`src/rtl/uart_pkg.sv`:
```
// Shared UART definitions: frame states, line levels and data width.
package uart_pkg;

    typedef enum logic [1:0] {
        IDLE  = 2'd0,
        START = 2'd1,
        DATA  = 2'd2,
        STOP  = 2'd3
    } state_t;

    localparam int unsigned DATA_BITS = 8;
    localparam logic START_LVL = 1'b0;
    localparam logic STOP_LVL  = 1'b1;
    localparam logic IDLE_LVL  = 1'b1;

endpackage

```
`src/rtl/uart_tx_serializer.sv`:
```
// 8N1 frame serializer: one start bit, eight data bits LSB first, one stop bit.
module uart_tx_serializer
    import uart_pkg::*;
#(
    parameter int unsigned CLKS_PER_BIT = 868
) (
    input  logic       clk,
    input  logic       rst,
    input  logic       start,
    input  logic [7:0] data,
    output logic       tx,
    output logic       busy,
    output logic       done
);

    localparam int unsigned BAUD_W = $clog2(CLKS_PER_BIT);
    localparam int unsigned BIT_W  = $clog2(DATA_BITS);
    localparam logic [BAUD_W-1:0] BAUD_LAST = BAUD_W'(CLKS_PER_BIT - 1);
    localparam logic [BAUD_W-1:0] BAUD_PRE  = BAUD_W'(CLKS_PER_BIT - 2);
    localparam logic [BIT_W-1:0]  BIT_LAST  = BIT_W'(DATA_BITS - 1);

    state_t                 state;
    logic [BAUD_W-1:0]      baud;
    logic [BIT_W-1:0]       bit_cnt;
    logic [DATA_BITS-1:0]   shift;
    logic                   baud_end;

    assign baud_end = (baud == BAUD_LAST);

    // done is looked ahead one cycle so it coincides with the last stop-bit cycle
    always_ff @(posedge clk or posedge rst) begin
        if (rst) begin
            state   <= IDLE;
            baud    <= '0;
            bit_cnt <= '0;
            shift   <= '0;
            tx      <= IDLE_LVL;
            busy    <= 1'b0;
            done    <= 1'b0;
        end else begin
            done <= (state == STOP) && (baud == BAUD_PRE);
            case (state)
                IDLE: begin
                    if (start) begin
                        state <= START;
                        baud  <= '0;
                        shift <= data;
                        tx    <= START_LVL;
                        busy  <= 1'b1;
                    end
                end
                START: begin
                    if (baud_end) begin
                        state   <= DATA;
                        baud    <= '0;
                        bit_cnt <= '0;
                        tx      <= shift[0];
                        shift   <= shift >> 1;
                    end else begin
                        baud <= baud + 1'b1;
                    end
                end
                DATA: begin
                    if (baud_end) begin
                        baud <= '0;
                        if (bit_cnt == BIT_LAST) begin
                            state <= STOP;
                            tx    <= STOP_LVL;
                        end else begin
                            bit_cnt <= bit_cnt + 1'b1;
                            tx      <= shift[0];
                            shift   <= shift >> 1;
                        end
                    end else begin
                        baud <= baud + 1'b1;
                    end
                end
                STOP: begin
                    if (baud_end) begin
                        state <= IDLE;
                        baud  <= '0;
                        tx    <= IDLE_LVL;
                        busy  <= 1'b0;
                    end else begin
                        baud <= baud + 1'b1;
                    end
                end
                default: state <= IDLE;
            endcase
        end
    end

endmodule

```
`src/rtl/uart_tx_arbiter.sv`:
```
// Round-robin arbiter with per-message locking in front of a shared UART transmitter.
module uart_tx_arbiter
    import uart_pkg::*;
#(
    parameter int unsigned NREQ         = 2,
    parameter int unsigned CLKS_PER_BIT = 868,
    parameter int unsigned LOCK_TIMEOUT = 65535
) (
    input  logic              clk,
    input  logic              rst,
    input  logic [NREQ-1:0]   req_valid,
    input  logic [8*NREQ-1:0] req_data,
    input  logic [NREQ-1:0]   req_last,
    output logic [NREQ-1:0]   req_ready,
    output logic [NREQ-1:0]   grant,
    output logic              tx,
    output logic              busy
);

    localparam int unsigned PTR_W = $clog2(NREQ);
    localparam int unsigned TO_W  = $clog2(LOCK_TIMEOUT + 1);
    localparam logic [TO_W-1:0] TO_LAST = TO_W'(LOCK_TIMEOUT - 1);

    logic [PTR_W-1:0] last_ptr;
    logic [PTR_W-1:0] owner;
    logic [PTR_W-1:0] pick;
    logic [PTR_W-1:0] cand;
    logic             locked;
    logic             found;
    logic [TO_W-1:0]  idle_cnt;
    logic [7:0]       pick_data;
    logic             done;

    // Accept selection: locked owner only, else first valid after last_ptr
    always_comb begin
        pick  = last_ptr;
        cand  = '0;
        found = 1'b0;
        if (!busy && !rst) begin
            if (locked) begin
                pick  = owner;
                found = req_valid[owner];
            end else begin
                for (int unsigned k = 1; k <= NREQ; k++) begin
                    cand = PTR_W'((32'(last_ptr) + k) % NREQ);
                    if (!found && req_valid[cand]) begin
                        pick  = cand;
                        found = 1'b1;
                    end
                end
            end
        end
        req_ready = found ? (NREQ'(1) << pick) : '0;
        pick_data = req_data[{pick, 3'b000} +: 8];
    end

    always_ff @(posedge clk or posedge rst) begin
        if (rst) begin
            locked   <= 1'b0;
            owner    <= '0;
            last_ptr <= PTR_W'(NREQ - 1);
            idle_cnt <= '0;
            grant    <= '0;
        end else if (found) begin
            locked   <= !req_last[pick];
            owner    <= pick;
            last_ptr <= pick;
            idle_cnt <= '0;
            grant    <= NREQ'(1) << pick;
        end else if (locked && !busy && !req_valid[owner]) begin
            // Owner stalled in IDLE: drop the lock after LOCK_TIMEOUT such cycles
            if (idle_cnt == TO_LAST) begin
                locked   <= 1'b0;
                idle_cnt <= '0;
                grant    <= '0;
            end else begin
                idle_cnt <= idle_cnt + 1'b1;
            end
        end else if (done && !locked) begin
            grant <= '0;
        end
    end

    uart_tx_serializer #(
        .CLKS_PER_BIT(CLKS_PER_BIT)
    ) u_ser (
        .clk  (clk),
        .rst  (rst),
        .start(found),
        .data (pick_data),
        .tx   (tx),
        .busy (busy),
        .done (done)
    );

endmodule

```
`config.mk`:
```
export PLATFORM = sky130hd
export DESIGN_NAME = uart_tx_arbiter
export DESIGN_NICKNAME = d
export VERILOG_FILES = /design/src/rtl/uart_pkg.sv /design/src/rtl/uart_tx_serializer.sv /design/src/rtl/uart_tx_arbiter.sv
export SDC_FILE = /design/constraint.sdc
export NUM_CORES = 1
export LEC_CHECK = 0
export CORE_MARGIN = 4
export CORE_UTILIZATION = 57
export DETAILED_ROUTE_END_ITERATION = 8
export PLACE_DENSITY_LB_ADDON = 0.2
export SKIP_CTS_REPAIR_TIMING = 1
export SYNTH_ARGS = -nofsm -noshare
export SYNTH_HDL_FRONTEND = slang
export SYNTH_SLANG_ARGS = --single-unit
```
`constraint.sdc`:
```
create_clock -name clk -period 3.12 [get_ports clk]
set_clock_uncertainty 0.2 [all_clocks]
set_input_delay 0.312 -clock clk [delete_from_list [all_inputs] [get_ports clk]]
set_output_delay 0.312 -clock clk [all_outputs]
set_load 0.1 [all_outputs]
```
* Yosys cells after proc, flatten, opt, wreduce, memory -nomap -nowiden
Cells that the tools add are included.
** Storage, ports and cells
- Register bits after elaboration :: 47
- Logic and storage cells :: 120
- Output and inout port bits :: 6
- Input bits :: 22
** Operators by class
- Add/subtract/negate cells :: 5
- Shift operators :: 2
- Multiplexer cells :: 56
- Equal/unequal tests :: 14
- Reduce and logical (&&, ||, !) cells :: 27
- Magnitude comparators :: 4
** Operators with widths (count)
- two-way mux 16 bit :: 3
- two-way mux 8 bit :: 4
- two-way mux 1 bit :: 28
- one-hot mux 8 bit (3 select lines) :: 1
- equality test 10 bit, second input constant :: 2
- two-way mux 10 bit :: 2
- two-way mux 2 bit :: 10
- one-hot mux 10 bit (2 select lines) :: 1
- adder 16 x 1 -> 16 bit, second input constant :: 1
- equality test 16 bit, second input constant :: 1
- indexed part select 16 x 5 -> 8 bit :: 1
- adder 10 x 1 -> 10 bit, second input constant :: 1
- AND reduction 5 bit :: 2
- two-way mux 3 bit :: 3
- less-than comparator 1 x 2 -> 1 bit, second input constant :: 4
- inequality test 2 x 1 -> 1 bit, second input constant :: 4
- one-hot mux 2 bit (4 select lines) :: 1
- AND reduction 4 bit :: 2
- nonzero test 2 bit :: 4
- logical AND 1 bit :: 6
- logical NOT 1 bit :: 6
- one-hot mux 3 bit (2 select lines) :: 1
- nonzero test 3 bit :: 2
- equality test 2 bit, second input constant :: 2
- 13 further kinds :: 16

* Depth between registers and ports, before layout
- Word-level depth :: 15
- Depth in mapped cells :: 8
- Mapped depth without buffers :: 7

* Modules after synthesis
From an unflattened synthesis, not the netlist that was laid out.
** Second synthesis, totals
- Cells, all modules :: 289
- Area, all modules :: 2967.8 um^2
** By module, submodules not included
- uart_tx_serializer :: cells each 138, area each 1501.4 um^2, times used 1, sequential area each 651.9 um^2
- uart_tx_arbiter :: cells each 151, area each 1466.4 um^2, times used 1, sequential area each 526.8 um^2

* Worst setup path after synthesis
No wires, ideal clock.
- Path kind :: register to output
- Start :: reg u_ser.busy
- End :: out req_ready[0]
- Data required time :: 2.608 ns
- Data arrival time :: 3.215 ns
- Buffers on the path :: 0
- Cell stages (with the launch flop) :: 5
- Slack :: -0.607 ns
- Cells stage by stage :: dfrtp_1 nor2_1 a21oi_1 a21oi_1 nor2b_1
** On the way
- Cells in the longest elaborated chain, start to end :: 5
- Elaborated cells between the ends (all ways) :: 6
- Those cells by class :: 1 x shift; 3 x mux; 2 x reduce/logical
** RTL lines
- start, declared :: RTL line uart_tx_serializer.sv:12 : output logic busy,
- start signal, assigned :: RTL line uart_tx_serializer.sv:38 : busy <= 1'b0;
- start signal, assigned :: RTL line uart_tx_serializer.sv:49 : busy <= 1'b1;
- start signal, assigned :: RTL line uart_tx_serializer.sv:83 : busy <= 1'b0;
- logical NOT 1 bit * :: RTL line uart_tx_arbiter.sv:39 : if (!busy && !rst) begin
- logical AND 1 bit * :: RTL line uart_tx_arbiter.sv:39
- two-way mux 1 bit :: RTL line uart_tx_arbiter.sv:39
- << shifter 1 x 1 -> 2 bit :: RTL line uart_tx_arbiter.sv:53 : req_ready = found ? (NREQ'(1) << pick) : '0;
- two-way mux 2 bit * :: RTL line uart_tx_arbiter.sv:53
- end, declared :: RTL line uart_tx_arbiter.sv:14 : output logic [NREQ-1:0] req_ready,
Every way passes the cells marked *; elsewhere a longest branch is shown, timed or not.

* Worst setup path after layout
- Start :: in req_valid[1]
- End :: out req_ready[0]
** On the way
- Cells in the longest elaborated chain, start to end :: 12
- Elaborated cells between the ends (all ways) :: 20
- Those cells by class :: 1 x shift; 17 x mux; 2 x reduce/logical
** RTL lines
- start, declared :: RTL line uart_tx_arbiter.sv:11 : input logic [NREQ-1:0] req_valid,
- two-way mux 1 bit (implied by the code) (2 in a row) :: RTL line uart_tx_arbiter.sv:46 : if (!found && req_valid[cand]) begin
- two-way mux 1 bit :: RTL line uart_tx_arbiter.sv:46
- two-way mux 1 bit :: RTL line uart_tx_arbiter.sv:40 : if (locked) begin
- two-way mux 1 bit :: RTL line uart_tx_arbiter.sv:39
- logical NOT 1 bit :: RTL line uart_tx_arbiter.sv:46
- logical AND 1 bit :: RTL line uart_tx_arbiter.sv:46
- two-way mux 1 bit :: RTL line uart_tx_arbiter.sv:46
- two-way mux 1 bit :: RTL line uart_tx_arbiter.sv:40
- two-way mux 1 bit :: RTL line uart_tx_arbiter.sv:39
- << shifter 1 x 1 -> 2 bit :: RTL line uart_tx_arbiter.sv:53
- two-way mux 2 bit * :: RTL line uart_tx_arbiter.sv:53
Every way passes the cells marked *; elsewhere a longest branch is shown, timed or not. The select of a mux whose other input is x is not followed.

==> impl_metrics.xml <==
<?xml version="1.0" encoding="UTF-8"?>
<metrics>
  <group name="outcome">
    <metric name="run_status" unit="">finished clean</metric>
  </group>
  <group name="critical_path">
    <metric name="cp.buffers_inverters" unit="">3</metric>
    <metric name="endpoint_kind" unit="">primary output</metric>
    <metric name="worst-r2r-setup-slack" unit="ns">0.74</metric>
    <metric name="cp_slowest_cell" unit="">a2111oi_4</metric>
    <metric name="r2r-end" unit="">u_ser.state[1]$_DFFE_PP0P_</metric>
    <metric name="r2r_start" unit="">u_ser.baud[4]$_DFFE_PP0P_</metric>
    <metric name="critical_path.cell_chain" unit="">clkdlybuf4s50_1 &gt; mux2i_1 &gt; a2111oi_4 &gt; buf_4 &gt; nor2b_4 &gt; buf_12</metric>
    <metric name="setup.worst_path.start_class" unit="">input pin</metric>
    <metric name="crit_required" unit="ns">2.61</metric>
    <metric name="worstSetupStartpoint" unit="">req_valid[1]</metric>
    <metric name="critPathMaxFanout" unit="">7</metric>
    <metric name="crit_arrival" unit="ns">2.21</metric>
    <metric name="reg2regPathDepth" unit="">5</metric>
    <metric name="critPathMaxStageDelay" unit="ns">0.56</metric>
    <metric name="critical-path-top-delay-family" unit="">buffers and inverters</metric>
    <metric name="timing_worst_setup_path_type" unit="">input pin to primary output</metric>
  </group>
  <group name="sta">
    <metric name="timing_hold_violations_final" unit="">0</metric>
    <metric name="setup_repair_after_global_routing_missed_its_margin" unit="">false</metric>
    <metric name="post-route-min-period" unit="ns">2.72</metric>
    <metric name="fin_tns_setup" unit="ns">0</metric>
    <metric name="holdWs" unit="ns">0.283</metric>
    <metric name="finalSetupViolCount" unit="">0</metric>
    <metric name="fin_crit_sh" unit="%">87.2</metric>
    <metric name="slew_viol_final" unit="">0</metric>
    <metric name="timing_worst_slew_pin_value" unit="ns">0.585</metric>
    <metric name="fmax" unit="GHz">0.367</metric>
    <metric name="timing.slew.headroom" unit="%">61.0</metric>
  </group>
  <group name="floorplanning">
    <metric name="io_pins" unit="">28</metric>
    <metric name="die_footprint" unit="um^2">6150</metric>
    <metric name="dieHeight" unit="um">78.4</metric>
    <metric name="placeableCoreArea" unit="um^2">4750</metric>
    <metric name="std_cell_rows" unit="">25</metric>
    <metric name="floorplan.initialDensity" unit="%">59.5</metric>
    <metric name="die_x" unit="um">78.4</metric>
  </group>
  <group name="cells_and_area">
    <metric name="layout.nets" unit="">377</metric>
    <metric name="multi_input_area" unit="um^2">1530</metric>
    <metric name="finish.instance_area" unit="um^2">3300</metric>
    <metric name="areaGrowthSynthToFinish" unit="%">16.8</metric>
    <metric name="utilization_after_layout" unit="%">69.5</metric>
    <metric name="n_fill_cell" unit="">378</metric>
    <metric name="layout-drive-gt1-share" unit="%">12.8</metric>
    <metric name="register_area" unit="um^2">1180</metric>
    <metric name="antennaDiodeCount" unit="">0</metric>
  </group>
  <group name="logic_synthesis">
    <metric name="synth-async-reset-ratio" unit="%">100</metric>
    <metric name="syn-num-nets" unit="">344</metric>
    <metric name="yosysUniqueCellTypes" unit="">46</metric>
    <metric name="synth_top_cell_area_share" unit="%">39.8</metric>
    <metric name="synth-seq-area-share" unit="%">41.7</metric>
    <metric name="post_synth_instance_area" unit="um^2">2830</metric>
    <metric name="yosys-top-cells-area" unit="">dfrtp_1, nand3_1, ha_1</metric>
    <metric name="netlist_top_cells_count" unit="">dfrtp_1, nand3_1, o21ai_0, nand2_1</metric>
    <metric name="synth.most_common_cell" unit="">dfrtp_1</metric>
    <metric name="yosys.area.top_type" unit="">dfrtp_1</metric>
    <metric name="yosys_warnings" unit="">0</metric>
    <metric name="ys_dominant_reg_cell" unit="">dfrtp_1</metric>
    <metric name="ys_ff_latch" unit="">47</metric>
    <metric name="synth_edf_count" unit="">0</metric>
    <metric name="syn-mean-instance-area" unit="um^2">9.09</metric>
    <metric name="post_synth_inst_count" unit="">311</metric>
  </group>
  <group name="drt">
    <metric name="drt_first_iter_violations" unit="">131</metric>
    <metric name="totalWireLength" unit="um">6220</metric>
    <metric name="route.antenna.remaining_nets" unit="">0</metric>
    <metric name="detail_route.vias_per_cell" unit="">5.95</metric>
    <metric name="detailedRoute.firstPassIterationCount" unit="">4</metric>
    <metric name="routedWlPerCell" unit="um">15.1</metric>
    <metric name="detailroute.via_count" unit="">2452</metric>
    <metric name="drc" unit="">0</metric>
  </group>
  <group name="placement">
    <metric name="dp_hpwl" unit="um">4510</metric>
    <metric name="placedInstanceArea" unit="um^2">3220</metric>
    <metric name="globalplace.congestion" unit="">0.838</metric>
    <metric name="place.port_buffers" unit="">27</metric>
  </group>
  <group name="clock_network">
    <metric name="clkLatencyLatePin" unit="ns">0.29</metric>
    <metric name="cts_inserted_buffers" unit="">5</metric>
    <metric name="clk_transition_reported_paths" unit="ns">0.08</metric>
    <metric name="h-tree-depth" unit="">2</metric>
    <metric name="cts_tree" unit="">built</metric>
    <metric name="clock_tree.buffer_depth" unit="">2</metric>
    <metric name="cts.sink_count" unit="">47</metric>
    <metric name="root_buffer" unit="">clkbuf_8</metric>
  </group>
  <group name="global_route">
    <metric name="grt.total_usage" unit="%">21.6</metric>
    <metric name="grt_pass1_wl" unit="um">10700</metric>
    <metric name="grt_overflow_total" unit="">0</metric>
    <metric name="number_of_antenna_violations_at_the_first_check_in_global_routing" unit="">0</metric>
    <metric name="grt_pass1_vias" unit="">2337</metric>
    <metric name="grt_max_degree" unit="">48</metric>
  </group>
  <group name="worst_hold_path">
    <metric name="hold_class" unit="">register to register</metric>
    <metric name="timing.hold.worst_path_depth" unit="">1</metric>
    <metric name="min_from" unit="">grant[1]$_DFFE_PP0P_</metric>
    <metric name="hold_path_end" unit="">grant[1]$_DFFE_PP0P_</metric>
  </group>
  <group name="pwr">
    <metric name="powerDensity" unit="nW/um^2">329</metric>
    <metric name="cellLeakagePower" unit="uW">0.00146</metric>
    <metric name="vdd_ir_drop_max" unit="V">0.000311</metric>
  </group>
  <group name="flow_run">
    <metric name="drv_cap" unit="">0</metric>
  </group>
</metrics>
## worst register-to-register path: cells and delay by family (launching register included)
kind / cells / cell delay [ns]
compound gates: 2 / 0.35
flops: 1 / 0.46
mux: 1 / 0.34
simple gates: 2 / 0.92
## sequential cells by signal, summed over array words and instances, names as in the netlist
name,flops
u_ser.shift,8
u_ser.state,2
owner,1
last_ptr,1
u_ser.tx,1
idle_cnt,16
u_ser.done,1
locked,1
grant,2
u_ser.baud,10
u_ser.busy,1
u_ser.bit_cnt,3
## kinds of logic (layout without fill, tap and decap cells)
family / Yosys count / count (layout) / synth area share [%]
multiplexers: 13 / 13 / 5.00
flip-flops: 47 / 47 / 41.7
adder cells (fa/ha/maj): 11 / 11 / 4.87
AND/OR/NAND/NOR: 111 / 111 / 20.0
XOR/XNOR: 3 / 3 / 0.929
AO/OA/AOI/OAI: 94 / 94 / 22.9
buffers and inverters: 32 / 66 / 4.60
## worst max-delay path by stage
stage	cells after the start	endpoint	slack (ns)
final	6	req_ready[0]	0.40
after global routing	6	req_ready[0]	0.26
after CTS	6	req_ready[0]	0.39
after detailed placement	6	req_ready[0]	0.41
after global placement	6	req_ready[0]	0.47
after floorplan	4	req_ready[1]	0.0003
## layout make-up
cell class	count	area share, %
Tap cell	67	2.54
Inverter	22	2.50
Clock buffer	5	2.08
Sequential cell	47	35.7
Timing Repair Buffer	36	10.5
Clock inverter	3	0.455
Multi-Input combinational cell	232	46.2
## cell usage in the layout, fill, tap and decap left out, types with 9 or more instances in the layout
master / Yosys / routed
buf_4: 1 / 13
a21oi_1: 16 / 16
nand3_1: 28 / 28
dfrtp_1: 45 / 45
nand2_1: 24 / 24
o21ai_0: 27 / 27
nor2_1: 22 / 22
ha_1: 11 / 11
a21o_1: 11 / 11
inv_1: 22 / 21
clkdlybuf4s50_1: 0 / 21
a31oi_1: 9 / 9
## per-stage QoR
step | instances | total power [uW] | worst slack [ns]
2_1_floorplan | 311 | 694 | 0.000330
3_3_place_gp | 404 | 746 | 0.473
3_5_place_dp | 404 | 749 | 0.412
4_1_cts | 412 | 1100 | 0.389
5_1_grt | 412 | 1140 | 0.262
6_report | 412 | 1090 | 0.399
## power by group
part / internal [uW] / switching, uW / leakage [uW] / total, uW
Combinational: 51.5 / 60.8 / 0.000833 / 112
Clock: 154 / 196 / 0.0000477 / 350
Sequential: 616 / 8.39 / 0.000580 / 624
Total: 821 / 265 / 0.00146 / 1090
## metal layers
metal	part of all wire (%)	GRT usage, %	wire length, um
met1	47	29.7	2950
met2	48	34.5	2970
met3	3.9	4.59	243
met4	1.0	6.64	62
met5	0	0	0
Power figures use the tool's default switching activity.
